### src/rtl/tristate_arb_pkg.sv
// Shared types and elaboration helpers for the tri-state bus arbiter.
`timescale 1ns/1ps
package tristate_arb_pkg;

  typedef enum logic [1:0] {
    StIdle,
    StGrant,
    StTurn
  } arb_state_e;

  // Index width that never collapses to zero bits.
  function automatic int unsigned idx_w(int unsigned n);
    return (n > 1) ? $clog2(n) : 1;
  endfunction

  function automatic bit params_ok(int unsigned n, int unsigned max_hold,
                                   int unsigned turn_cycles);
    return (n >= 2) && (max_hold >= 1) && (turn_cycles >= 1);
  endfunction

endpackage

### src/rtl/rr_picker.sv
// Combinational round-robin search starting just after the previous owner.
`timescale 1ns/1ps
module rr_picker
  import tristate_arb_pkg::*;
#(
  parameter int unsigned N = 4,
  localparam int unsigned W = idx_w(N)
) (
  input  logic [N-1:0] req,
  input  logic [W-1:0] last,
  output logic         found,
  output logic [W-1:0] winner
);

  logic [W-1:0] idx;

  always_comb begin
    found  = 1'b0;
    winner = '0;
    idx    = '0;
    for (int unsigned k = 1; k <= N; k++) begin
      idx = W'((32'(last) + k) % N);
      if (!found && req[idx]) begin
        found  = 1'b1;
        winner = idx;
      end
    end
  end

endmodule

### src/rtl/tristate_bus_arbiter.sv
// Round-robin owner sequencer for a shared tri-state bus with a dead turnaround
// interval between owners, so at most one buffer enable is ever high.
`timescale 1ns/1ps
module tristate_bus_arbiter
  import tristate_arb_pkg::*;
#(
  parameter int unsigned N           = 4,
  parameter int unsigned MAX_HOLD    = 8,
  parameter int unsigned TURN_CYCLES = 1,
  localparam int unsigned W = idx_w(N)
) (
  input  logic         clk,
  input  logic         rst_n,
  input  logic [N-1:0] req,
  output logic [N-1:0] gnt,
  output logic [W-1:0] owner,
  output logic         busy,
  output logic         turn
);

  localparam int unsigned HW = idx_w(MAX_HOLD);
  localparam int unsigned TW = idx_w(TURN_CYCLES);
  localparam logic [HW-1:0] HoldMax = HW'(MAX_HOLD - 1);
  localparam logic [TW-1:0] TurnMax = TW'(TURN_CYCLES - 1);

  if (!params_ok(N, MAX_HOLD, TURN_CYCLES)) begin : g_param_check
    $fatal(1, "tristate_bus_arbiter: illegal N, MAX_HOLD or TURN_CYCLES");
  end

  arb_state_e   state_q;
  logic [W-1:0] last_q;
  logic [HW-1:0] hold_q;
  logic [TW-1:0] turn_cnt_q;

  logic         found;
  logic [W-1:0] winner;
  logic         others;
  logic         release_bus;

  rr_picker #(
    .N(N)
  ) u_picker (
    .req    (req),
    .last   (last_q),
    .found  (found),
    .winner (winner)
  );

  // Another source is waiting while the current owner holds the bus.
  assign others      = |(req & ~(N'(1) << owner));
  assign release_bus = !req[owner] || ((hold_q == HoldMax) && others);

  always_ff @(posedge clk or negedge rst_n) begin
    if (!rst_n) begin
      state_q    <= StIdle;
      gnt        <= '0;
      owner      <= '0;
      busy       <= 1'b0;
      turn       <= 1'b0;
      hold_q     <= '0;
      turn_cnt_q <= '0;
      last_q     <= W'(N - 1);
    end else begin
      unique case (state_q)
        StIdle: begin
          if (found) begin
            state_q <= StGrant;
            gnt     <= N'(1) << winner;
            owner   <= winner;
            busy    <= 1'b1;
            last_q  <= winner;
            hold_q  <= '0;
          end
        end
        StGrant: begin
          if (release_bus) begin
            state_q    <= StTurn;
            gnt        <= '0;
            busy       <= 1'b0;
            turn       <= 1'b1;
            turn_cnt_q <= '0;
          end else if (hold_q != HoldMax) begin
            hold_q <= hold_q + HW'(1);
          end
        end
        StTurn: begin
          if (turn_cnt_q == TurnMax) begin
            turn <= 1'b0;
            if (found) begin
              state_q <= StGrant;
              gnt     <= N'(1) << winner;
              owner   <= winner;
              busy    <= 1'b1;
              last_q  <= winner;
              hold_q  <= '0;
            end else begin
              state_q <= StIdle;
            end
          end else begin
            turn_cnt_q <= turn_cnt_q + TW'(1);
          end
        end
        default: begin
          state_q <= StIdle;
          gnt     <= '0;
          busy    <= 1'b0;
          turn    <= 1'b0;
        end
      endcase
    end
  end

endmodule

### config.mk
export PLATFORM = sky130hd
export DESIGN_NAME = tristate_bus_arbiter
export DESIGN_NICKNAME = d
export VERILOG_FILES = /design/src/rtl/tristate_arb_pkg.sv /design/src/rtl/rr_picker.sv /design/src/rtl/tristate_bus_arbiter.sv
export SDC_FILE = /design/constraint.sdc
export NUM_CORES = 1
export LEC_CHECK = 0
export CAP_MARGIN = 5
export CORE_MARGIN = 2
export CORE_UTILIZATION = 45
export DETAILED_ROUTE_END_ITERATION = 8
export PLACE_DENSITY = 0.84
export SYNTH_ARGS = -nofsm -noshare
export SYNTH_HDL_FRONTEND = slang
export SYNTH_SLANG_ARGS = --single-unit
### constraint.sdc
create_clock -name clk -period 1.68 [get_ports clk]
set_clock_uncertainty 0.15 [all_clocks]
set_input_delay 0.168 -clock clk [delete_from_list [all_inputs] [get_ports clk]]
set_output_delay 0.168 -clock clk [all_outputs]
set_load 0.02 [all_outputs]
Word-level counts from Yosys, hierarchy flattened
Index checks and enable logic that the tools add are counted.
{"block": "totals", "wordCells": 100, "regBits": 16}
{"block": "op_classes", "n_reduce_logical": 20, "mux": 47, "order_cmp": 5, "n_shift": 2, "add_sub_neg": 6, "bitwise": 3, "n_eq_ne": 9}
{"op": "$mux W2", "count": 11}
{"op": "$mux W1", "count": 16}
{"op": "$lt A2 B3 Y1 const B", "count": 5}
{"op": "$mux W3", "count": 4}
{"op": "$mux W4", "count": 3}
{"op": "$pmux W4 S3", "count": 1}
{"op": "$bmux W1 S2", "count": 5}
{"op": "$ne A2 B2 Y1 const B", "count": 5}
{"op": "$pmux W3 S3", "count": 1}
{"op": "$pmux W2 S2", "count": 2}
{"op": "$shl A1 B2 Y4 const A", "count": 2}
{"op": "$pmux W1 S3", "count": 2}
{"op": "$pmux W2 S3", "count": 1}
{"op": "$reduce_and A2 Y1", "count": 3}
{"op": "$reduce_and A3 Y1", "count": 2}
{"op": "$add A2 B1 Y2 const B", "count": 2}
{"op": "$add A2 B2 Y2 const B", "count": 2}
{"op": "$and A4 B4 Y4", "count": 1}
{"op": "$logic_and A1 B1 Y1", "count": 4}
{"op": "$logic_not A1 Y1", "count": 4}
{"op": "$not A4 Y4", "count": 1}
{"op": "$reduce_and A4 Y1", "count": 1}
{"op": "$reduce_bool A2 Y1", "count": 2}
{"op": "$reduce_or A4 Y1", "count": 1}
{"op": "11 further kinds", "count": 11}

Longest topological paths before layout
Gate-level depths: netlist of the first run.
{"block": "depth", "ltp_word": 17, "depth_mapped": 5, "mapped_depth_nobuf": 5}

By module
From an unflattened synthesis of the first run, not the netlist that was laid out.
{"block": "hier_totals", "hier_cells": 83, "hier_area_um2": 834.6}
{"module": "tristate_bus_arbiter", "area_per_inst_um2": 743.2, "cells_each": 69, "seq_area_each_um2": 377.9, "n_inst": 1}
{"module": "rr_picker", "area_per_inst_um2": 91.3, "cells_each": 14, "seq_area_each_um2": 0.0, "n_inst": 1}

Least setup slack after synthesis of the first run
Ideal clock, no wire load.
{"block": "synth_path", "path_kind": "reg-to-reg", "start": "register owner[0]", "end": "register gnt[0]", "required_ns": 1.409, "stages_incl_launch_ff": 6, "t_arrival_ns": 1.523, "setup_slack_ns": -0.114, "synth_period_minus_slack_ns": 1.794, "cell_sequence": "dfrtp_1 > mux4_2 > nand3_2 > a31o_4 > o21ai_2 > a22o_1"}
{"block": "synth_via", "elab_chain_cells": 8, "word_cells_on_any_way": 11, "classes_between": "1 x eq/ne; 1 x shift; 2 x mux; 2 x bitwise; 5 x reduce/logical"}
{"element": "start: declaration", "line": "tristate_bus_arbiter.sv:16", "source": "output logic [W-1:0] owner,"}
{"element": "start signal: assignment", "line": "tristate_bus_arbiter.sv:69", "source": "owner <= winner;"}
{"element": "start signal: assignment", "line": "tristate_bus_arbiter.sv:92", "source": "owner <= winner;"}
{"element": "$shl A1 B2 Y4", "line": "tristate_bus_arbiter.sv:50", "source": "assign others = |(req & ~(N'(1) << owner));"}
{"element": "$not A4 Y4", "line": "tristate_bus_arbiter.sv:50"}
{"element": "$and A4 B4 Y4", "line": "tristate_bus_arbiter.sv:50"}
{"element": "$reduce_or A4 Y1", "line": "tristate_bus_arbiter.sv:50"}
{"element": "$logic_and A1 B1 Y1", "line": "tristate_bus_arbiter.sv:51", "source": "assign release_bus = !req[owner] || ((hold_q == HoldMax) && others);"}
{"element": "$logic_or A1 B1 Y1 *", "line": "tristate_bus_arbiter.sv:51"}
{"element": "$ne A2 B2 Y1 (no line) *"}
{"element": "$reduce_and A2 Y1 (no line) *"}
{"element": "end signal: assignment", "line": "tristate_bus_arbiter.sv:68", "source": "gnt <= N'(1) << winner;"}
{"element": "end signal: assignment", "line": "tristate_bus_arbiter.sv:91", "source": "gnt <= N'(1) << winner;"}
{"element": "end: declaration", "line": "tristate_bus_arbiter.sv:15", "source": "output logic [N-1:0] gnt,"}
Every way passes the cells marked *; elsewhere a longest branch is shown, timed or not. The select of a mux whose other input is x is not followed.
A chain may end at the register's enable or synchronous reset.

Worst setup path after layout of the first run
{"block": "layout_path", "start": "input req[2]", "end": "register gnt[0]"}
{"block": "layout_via", "elab_chain_cells": 16, "word_cells_on_any_way": 35, "classes_between": "1 x eq/ne; 1 x shift; 21 x mux; 1 x bitwise; 11 x reduce/logical"}
{"element": "start: declaration", "line": "tristate_bus_arbiter.sv:14", "source": "input logic [N-1:0] req,"}
{"element": "$bmux W1 S2", "line": "rr_picker.sv:23", "source": "if (!found && req[idx]) begin"}
{"element": "$mux W1 (implied by the code)", "line": "rr_picker.sv:23"}
{"element": "$mux W1", "line": "rr_picker.sv:23"}
{"element": "$logic_not A1 Y1", "line": "rr_picker.sv:23"}
{"element": "$logic_and A1 B1 Y1", "line": "rr_picker.sv:23"}
{"element": "$mux W1", "line": "rr_picker.sv:23"}
{"element": "$logic_not A1 Y1", "line": "rr_picker.sv:23"}
{"element": "$logic_and A1 B1 Y1", "line": "rr_picker.sv:23"}
{"element": "$mux W1", "line": "rr_picker.sv:23"}
{"element": "$logic_not A1 Y1", "line": "rr_picker.sv:23"}
{"element": "$logic_and A1 B1 Y1", "line": "rr_picker.sv:23"}
{"element": "$mux W2", "line": "rr_picker.sv:23"}
{"element": "$shl A1 B2 Y4", "line": "tristate_bus_arbiter.sv:68, tristate_bus_arbiter.sv:91"}
{"element": "$mux W4", "line": "tristate_bus_arbiter.sv:66, tristate_bus_arbiter.sv:89"}
{"element": "$mux W4", "line": "tristate_bus_arbiter.sv:87", "source": "if (turn_cnt_q == TurnMax) begin"}
{"element": "$pmux W4 S3", "line": "tristate_bus_arbiter.sv:64", "source": "unique case (state_q)"}
Several ways; a longest one is shown, not always the timed one. The select of a mux whose other input is x is not followed.

==> metrics.md, run 1 <==
| Metric | Value |
|---|---|
| Outcome | `finished with violations` |
| Failing checks | `negative setup slack` |
| Dpl hpwl | `approximately 1.3 mm` |
| Fin nets | `approximately 120` |
| Gate Count Post-Synth | `79` |
| Die Ht | `about 46 µm` |
| Yosys reg bits | `15` |
| Starting density of the core | `0.465` |
| CP Class | `input pin to register` |
| Routed vias | `between 600 and 700` |
| Unrepaired setup endpoints after global routing | `yes` |
| Post-CTS Setup Bufs | `0` |
| DRC errors left | `0` |
| CTS tree | `built` |
| Lkg Pwr | `about 0.5 nW` |
| Capturing element type of the critical path | `register` |
| DRC marker count from the first detailed-route iteration | `10` |
| Ports | `14` |
| Total Wirelength | `1.74 mm` |
| CTS Buf Count | `3` |
| Max Fclk | `just under 0.6 GHz` |
| Worst-Skew Late Latency | `0.27 ns` |
| HP Class | `register to register` |
| First-pass DRT Iterations | `4` |
| R2r endpoint | `gnt[0]` |
| Final Core Density | `0.660` |
| Routability cong. | `between 0.8 and 0.9` |
| Layout fillers | `approximately 130` |
| Hold path startpoint | `gnt[2]` |
| Syn_area_per_cell | `slightly below 10 µm²` |
| Seq/Total Area, Yosys | `0.486` |
| Clock sink count | `15` |
| Finished Layout Cells | `between 100 and 150` |
| Power, Total | `between 1.5 and 2 mW` |
| Design area | `about 1100 µm²` |
| FF-to-FF setup slack | `-0.01 ns` |
| Hold Path Sink | `gnt[2]` |
| Total die area | `about 2100 µm²` |
| Setup-failing EPs final | `2` |
| Total GRT Usage | `0.194` |
| Max-cap violations | `0` |
| Cell Area, Synth | `~800 µm²` |
| Hold depth | `1` |
| Max-slew violations | `0` |
| Post-Place Cell Area | `between 1000 and 1500 µm²` |
| TNS Setup | `-0.0232 ns` |
| Yosys cell types | `28` |
| Fin. Hold Viols | `0` |
| Fin Hold WS | `around 0.36 ns` |
| Worst path cell trace | `clkdlybuf4s50_1 > mux4_2 > nand3_2 > a31o_4 > o21ai_4 > a22o_1` |
| Max_slew headroom | `0.798` |
| Die width | `between 40 and 50 µm` |
| Worst Path Max Fanout | `4` |
| Core Footprint | `around 1700 µm²` |
| Layout cell share with drive strength beyond 1 | `0.280` |
| Worst EP arrival | `approximately 1.7 ns` |
| Clock transition at path regs | `around 0.09 ns` |
| Vias in the first global route | `approximately 670` |
| Ys Warns | `0` |
| Rows | `15` |
| Pre-CTS setup slack | `-0.296 ns` |
| CTS H-tree depth | `1` |
| Max clock buf depth | `2` |
| Min cycle time layout | `about 1.7 ns` |
| Final WS setup | `-0.0148 ns` |
| # port buffers | `13` |
| Global-route wire length before repair | `slightly below 3 mm` |
| Via density | `between 5 and 6` |
| Crit path max-delay family | `multiplexers` |
| Worst R2R Path Depth | `5` |
| Area Overhead vs Synth | `41.9%` |
| Actual slew at the worst max-slew pin | `just over 0.3 ns` |
| VDD IR max | `0.00130 V` |
| Initial antenna violation count | `0` |
| Pin count of the biggest net entering global routing | `10` |
| Antenna Cells | `0` |
| Post-placement cell count | `between 100 and 150` |
| Critical R2R Launch | `owner[0]` |
| CP bufs+invs | `1` |
| Power Density | `approximately 1700 nW/µm²` |
| CTS Root Cell | `clkbuf_4` |
| Max incr delay on CP | `~0.54 ns` |
| Final Cycle Share | `1.01` |
| Grt ovf | `0` |
| Critical Path RT | `roughly 1.7 ns` |
| Synthesized net count | `87` |
| Antenna-violating nets left | `0` |
| Critical Path Source Type | `input pin` |
| CP max stage cell | `mux4_2` |
| Drt wl/cell | `about 14 µm` |
## Yosys cell counts
library cell	number	area share
ha_1	2	0.032
or2_1	1	0.0081
nor2_1	9	0.043
a31o_4	1	0.023
nor3_1	1	0.0064
nor2b_1	1	0.0081
nor3b_1	2	0.019
a211oi_1	1	0.0097
mux4_2	1	0.029
a32oi_1	1	0.011
o2bb2ai_1	2	0.023
nor4_2	1	0.016
nand2_1	10	0.048
o221ai_1	1	0.011
nand3_2	1	0.013
dfrtp_1	13	0.42
mux2i_1	2	0.026
nand3_1	4	0.026
or2_4	1	0.011
dfstp_2	2	0.068
a22o_1	2	0.023
inv_1	7	0.034
a21o_1	1	0.0097
nand2b_1	1	0.0081
buf_2	1	0.0064
o21ai_0	5	0.032
o21ai_2	1	0.011
a21oi_1	4	0.026
## sequential cells by signal, indices dropped and copies added, names as in the netlist
register and count:
hold_q 3, state_q 2, owner 2, gnt 4, turn 1, busy 1, last_q 2
## per-layer routing
layer	track usage	routed length (µm)	up-vias
met5	0	0	-
met4	0.0647	31	0
met3	0.0278	49	4
met2	0.307	860	16
met1	0.271	801	336
li1	-	-	334
## layout make-up
class | instances | area (µm²) | area share
Tap cell | 17 | 21.3 | 0.0193
Timing Repair Buffer | 25 | 233 | 0.211
Inverter | 7 | 26.3 | 0.0238
Clock buffer | 4 | 26.3 | 0.0238
Sequential cell | 15 | 380 | 0.345
Multi-Input combinational cell | 56 | 415 | 0.377
## cell families (layout without fill, tap and decap cells)
| family | after synthesis | in the layout | share of synthesized area |
|---|---|---|---|
| AOI/OAI and AO/OA | 19 | 19 | 0.179 |
| DFF | 15 | 15 | 0.486 |
| muxes | 3 | 3 | 0.0547 |
| and+or+nand+nor | 32 | 32 | 0.208 |
| adders and majority gates | 2 | 2 | 0.0322 |
| buffers and inverters | 8 | 36 | 0.0403 |
## worst reg2reg max path, stage by stage (launching register included)
cell,delay (ns)
dfrtp_2,0.42
mux4_2,0.54
nand3_2,0.11
a31o_4,0.12
o21ai_4,0.07
a22o_1,0.20
## power breakdown
| part | switching (mW) | internal [mW] | total [mW] | leakage [nW] |
|---|---|---|---|---|
| Combinational | 0.492 | 0.508 | 1.00 | 0.291 |
| Clock | 0.107 | 0.0918 | 0.198 | 0.0150 |
| Sequential | 0.164 | 0.549 | 0.713 | 0.184 |
## how the worst max path moves through the flow
stage	endpoint	depth (start not counted)	slack (ns)	start
floorplan	gnt[0]	5	-0.02	owner[0]
global placement	gnt[0]	6	-0.25	req[1]
detailed placement	gnt[0]	6	-0.30	req[1]
CTS	gnt[0]	6	-0.01	owner[0]
global route	gnt[0]	6	-0.07	owner[0]
finish	gnt[0]	6	-0.01	req[2]
## placed cells by master (no fill, tap or decap), drive strengths merged
| master | count |
|---|---|
| a211oi | 1 |
| clkbuf | 4 |
| ha | 2 |
| or2 | 2 |
| dlygate4sd3 | 1 |
| mux4 | 1 |
| nand2b | 1 |
| nor2b | 1 |
| nor3 | 1 |
| a32oi | 1 |
| o221ai | 1 |
| nand2 | 10 |
| a22o | 2 |
| inv | 7 |
| nor3b | 2 |
| clkdlybuf4s50 | 11 |
| nand3 | 5 |
| dfrtp | 13 |
| buf | 11 |
| dlygate4sd2 | 2 |
| a21o | 1 |
| a31o | 1 |
| o2bb2ai | 2 |
| a21oi | 4 |
| dfstp | 2 |
| mux2i | 2 |
| nor4 | 1 |
| o21ai | 6 |
| nor2 | 9 |
## what timing repair did
| action | in CTS | in global routing |
|---|---|---|
| hold buffers | 1 | 0 |
| resized for setup | 2 | 9 |
| setup endpoints to repair | 5 | 9 |
| endpoints found under the hold margin | 1 | 0 |
Note: power is estimated with default switching activity, not from simulation.
==> run 2: changes to the inputs <==
--- a/config.mk
+++ b/config.mk
@@ -5,11 +5,12 @@
 export SDC_FILE = /design/constraint.sdc
 export NUM_CORES = 1
 export LEC_CHECK = 0
+export ABC_AREA = 1
 export CAP_MARGIN = 5
-export CORE_MARGIN = 2
-export CORE_UTILIZATION = 45
+export CORE_ASPECT_RATIO = 1.4
+export CORE_UTILIZATION = 48
 export DETAILED_ROUTE_END_ITERATION = 8
-export PLACE_DENSITY = 0.84
+export PLACE_DENSITY = 0.85
 export SYNTH_ARGS = -nofsm -noshare
 export SYNTH_HDL_FRONTEND = slang
 export SYNTH_SLANG_ARGS = --single-unit
==> run 2 against run 1 <==
Effect of this change: the run still ends with negative setup slack left; largest power group unchanged; die area up 13%; worst hold slack worse by 0.33 ns; non-clock buffer count increased by 8; setup slack worse by 0.17 ns.
==> metrics.md, run 2 <==
| Metric | Value |
|---|---|
| Synth top area cells | `dfrtp_1 (31%), nand2_1 (20%), nand2_2 (9.0%) (was dfrtp_1 (42%), dfstp_2 (6.8%), nand2_1 (4.8%))` |
| Met1 usage | `0.296 (was 0.271)` |
| Design area | `1450 µm² (was 1100 µm²)` |
| Total die area | `2350 µm² (was 2080 µm²)` |
| Dpl hpwl | `1.90 mm (was 1.25 mm)` |
| Max Fclk | `0.536 GHz (was 0.590 GHz)` |
| Max-slew violations | `0 (unchanged)` |
| Clock sink count | `15 (unchanged)` |
| GRT Max-Usage Layer | `met2 (unchanged)` |
| Global-route wire length before repair | `4.47 mm (was 2.89 mm)` |
| Final Core Density | `0.727 (was 0.660)` |
| Die width | `41.3 µm (was 45.6 µm)` |
| Worst EP arrival | `1.95 ns (was 1.71 ns)` |
| Failing checks | `negative setup slack (unchanged)` |
| Critical Path RT | `1.76 ns (was 1.69 ns)` |
| CP Class | `register to register (was input pin to register)` |
| Seq/Total Area, Yosys | `0.364 (was 0.486)` |
| Ys flop type | `dfrtp_1 (unchanged)` |
| Biggest register | `gnt (unchanged)` |
| Lkg Pwr | `0.778 nW (was 0.490 nW)` |
| Fin nets | `191 (was 116)` |
| Unrepaired setup endpoints after global routing | `yes (unchanged)` |
| Worst path cell trace | `inv_4 > nand2_1 > nand2_2 > nand2_2 > nand2_2 > nor2_4 > nand3_2 > nand2_2 > nand2_2 > nand2_2 > nand3_1 > nand2_1 (was clkdlybuf4s50_1 > mux4_2 > nand3_2 > a31o_4 > o21ai_4 > a22o_1)` |
| Fin Hold WS | `0.0375 ns (was 0.364 ns)` |
| Min cycle time layout | `1.87 ns (was 1.69 ns)` |
| Die Ht | `57 µm (was 45.6 µm)` |
| Vias in the first global route | `1081 (was 672)` |
| Outcome | `finished with violations (unchanged)` |
| Worst-Skew Late Latency | `0.29 ns (was 0.27 ns)` |
| Final WS setup | `-0.186 ns (was -0.0148 ns)` |
| # port buffers | `13 (unchanged)` |
| Syn_area_per_cell | `7.06 µm² (was 9.84 µm²)` |
| Top cell type's share of synthesized area | `0.314 (was 0.419)` |
| Most frequent cell after synthesis | `nand2_1 (was dfrtp_1)` |
| Top flop regs | `gnt (4), hold_q (3) (unchanged)` |
| First-pass DRT Iterations | `4 (unchanged)` |
| Worst Path Max Fanout | `7 (was 4)` |
| DRC marker count from the first detailed-route iteration | `27 (was 10)` |
| CP max stage cell | `dfstp_2 (was mux4_2)` |
| Antenna-violating nets left | `0 (unchanged)` |
| Critical Path Source Type | `register (was input pin)` |
| Total GRT Usage | `0.282 (was 0.194)` |
| Pin count of the biggest net entering global routing | `16 (was 10)` |
| Worst R2R Path Depth | `12 (was 5)` |
| Grt ovf | `0 (unchanged)` |
| Cell Area, Synth | `1040 µm² (was 777 µm²)` |
| Crit path depth | `12 (was 6)` |
| Final Cycle Share | `1.11 (was 1.01)` |
| Post-Place Cell Area | `1260 µm² (was 1020 µm²)` |
| Max_slew headroom | `0.788 (was 0.798)` |
| Antenna Cells | `0 (unchanged)` |
| Clock transition at path regs | `0.09 ns (about the same)` |
| Starting density of the core | `0.519 (was 0.465)` |
| Ports | `14 (unchanged)` |
| CP bufs+invs | `1 (unchanged)` |
| Fin. Hold Viols | `0 (unchanged)` |
| Max-cap violations | `0 (unchanged)` |
| Synth top cells by count | `nand2_1 (56), nand2_2 (15), dfrtp_1 (13), inv_1 (13), nand3_1 (13) (was dfrtp_1 (13), nand2_1 (10), nor2_1 (9))` |
| Routability cong. | `0.782 (was 0.859)` |
| CTS tree | `built (unchanged)` |
| CTS H-tree depth | `1 (unchanged)` |
| Capturing element type of the critical path | `register (unchanged)` |
| Actual slew at the worst max-slew pin | `0.318 ns (was 0.302 ns)` |
| TNS Setup | `-1.85 ns (was -0.0232 ns)` |
| Total Wirelength | `2.86 mm (was 1.74 mm)` |
| Power Density | `2110 nW/µm² (was 1730 nW/µm²)` |
| Ys Warns | `0 (unchanged)` |
| Drt wl/cell | `14.1 µm (was 14.0 µm)` |
| Max clock buf depth | `2 (unchanged)` |
| Asr flop ratio synth | `1.00 (unchanged)` |
| Layout fillers | `151 (was 131)` |
| VDD IR max | `0.00117 V (was 0.00130 V)` |
| DRC errors left | `0 (unchanged)` |
| CTS Hold Bufs | `0 (was 1)` |
| Gate Count Post-Synth | `147 (was 79)` |
| Rows | `19 (was 15)` |
| Crit path max-delay family | `simple AND/OR/NAND/NOR gates (was multiplexers)` |
| Via density | `5.41 (was 5.56)` |
| Layout cell share with drive strength beyond 1 | `0.357 (was 0.280)` |
| Core Footprint | `2000 µm² (was 1670 µm²)` |
| HP Class | `input pin to async pin (was register to register)` |
| Yosys reg bits | `15 (unchanged)` |
| Max incr delay on CP | `0.61 ns (was 0.54 ns)` |
| Most common cell after layout, fill and taps aside | `nand2_1` |
| Setup-failing EPs final | `13 (was 2)` |
| CTS Root Cell | `clkbuf_4 (unchanged)` |
| Most frequent cells in the layout | `nand2_1 (49), nand2_2 (20), buf_4 (16) (was dfrtp_1 (11), clkdlybuf4s50_1 (11), nand2_1 (10), buf_4 (10), nor2_1 (8))` |
| Synthesized net count | `155 (was 87)` |
| Max reg flops | `4 (unchanged)` |
| Most used cell along the critical path | `nand2_2` |
| Yosys cell types | `20 (was 28)` |
| Cell accounting for the most synthesized area | `dfrtp_1 (unchanged)` |
| CTS Buf Count | `3 (unchanged)` |
| Met3 GRT Util | `0.0311 (was 0.0278)` |
| Area Overhead vs Synth | `39.9% (was 41.9%)` |
| M2 GR Usage | `0.507 (was 0.307)` |
| EDFF count, synth | `0 (unchanged)` |
| Routed vias | `1098 (was 690)` |
| Initial antenna violation count | `0 (unchanged)` |
run 2: cell types whose count changed after synthesis, moves of 3 or more:
cell | previous run | this run
nand2_1 | 10 | 56
nand2_2 | 0 | 15
nand3_1 | 4 | 13
o21ai_1 | 0 | 7
inv_1 | 7 | 13
a21oi_1 | 4 | 0
nand4_1 | 0 | 4
nor2_1 | 9 | 5
inv_2 | 0 | 3
nand3_2 | 1 | 4
o21ai_0 | 5 | 2
run 2: per-stage QoR:
step	cells	total power [mW]	setup slack [ns]
CTS	202	2.89	-0.138
detailed placement	191	2.40	-0.248
global route	203	3.28	-0.288
global placement	191	2.32	-0.195
floorplan	147	1.89	-0.00333
finish	203	3.06	-0.186
run 2: final timing paths:
kind / from / to / slack [ns]
hold reg to reg: state_q[1] / turn / 0.34
setup reg to reg: last_q[0] / gnt[3] / -0.19
hold / removal: rst_n / hold_q[0] / 0.04
setup / recovery: last_q[0] / gnt[3] / -0.19
max in group asynchronous: rst_n / last_q[0] / 1.10
min in group clk: state_q[1] / turn / 0.34
run 2: power breakdown:
| part | switching [mW] | total (mW) | leakage, nW | internal (mW) |
|---|---|---|---|---|
| combinational | 1.30 | 2.20 | 0.573 | 0.897 |
| sequential | 0.136 | 0.661 | 0.186 | 0.525 |
| clock | 0.115 | 0.204 | 0.0177 | 0.0885 |
run 2: area by class of cell:
class | instances | area, µm² | share of cell area
Clock buffer | 3 | 22.5 | 0.0155
Clock inverter | 1 | 5.00 | 0.00345
Inverter | 16 | 65.1 | 0.0448
Multi-Input combinational cell | 114 | 654 | 0.451
Sequential cell | 15 | 378 | 0.260
Tap cell | 21 | 26.3 | 0.0181
Timing Repair Buffer | 33 | 300 | 0.207
run 2: what timing repair did:
item	CTS	global route
endpoints found under the hold margin	0	0
pin swaps	13	8
endpoints found under the setup margin	13	15
cloned	0	0
resized for setup	17	11
setup buffers	7	1
run 2: kinds of logic (layout without fill, tap and decap cells):
| logic type | Yosys count | count (layout) | share of synthesized area |
|---|---|---|---|
| AOI/OAI and AO/OA | 12 | 12 | 0.0663 |
| DFF | 15 | 15 | 0.364 |
| buffers and inverters | 18 | 53 | 0.0796 |
| and+or+nand+nor | 100 | 100 | 0.466 |
| adders and majority gates | 2 | 2 | 0.0241 |
run 2: per-layer routing:
metal / vias up / part of all wire
met2: 17 / 0.58
met3: 8 / 0.014
met4: 0 / 0.019
met5: - / 0
met1: 530 / 0.38
li1: 543 / -
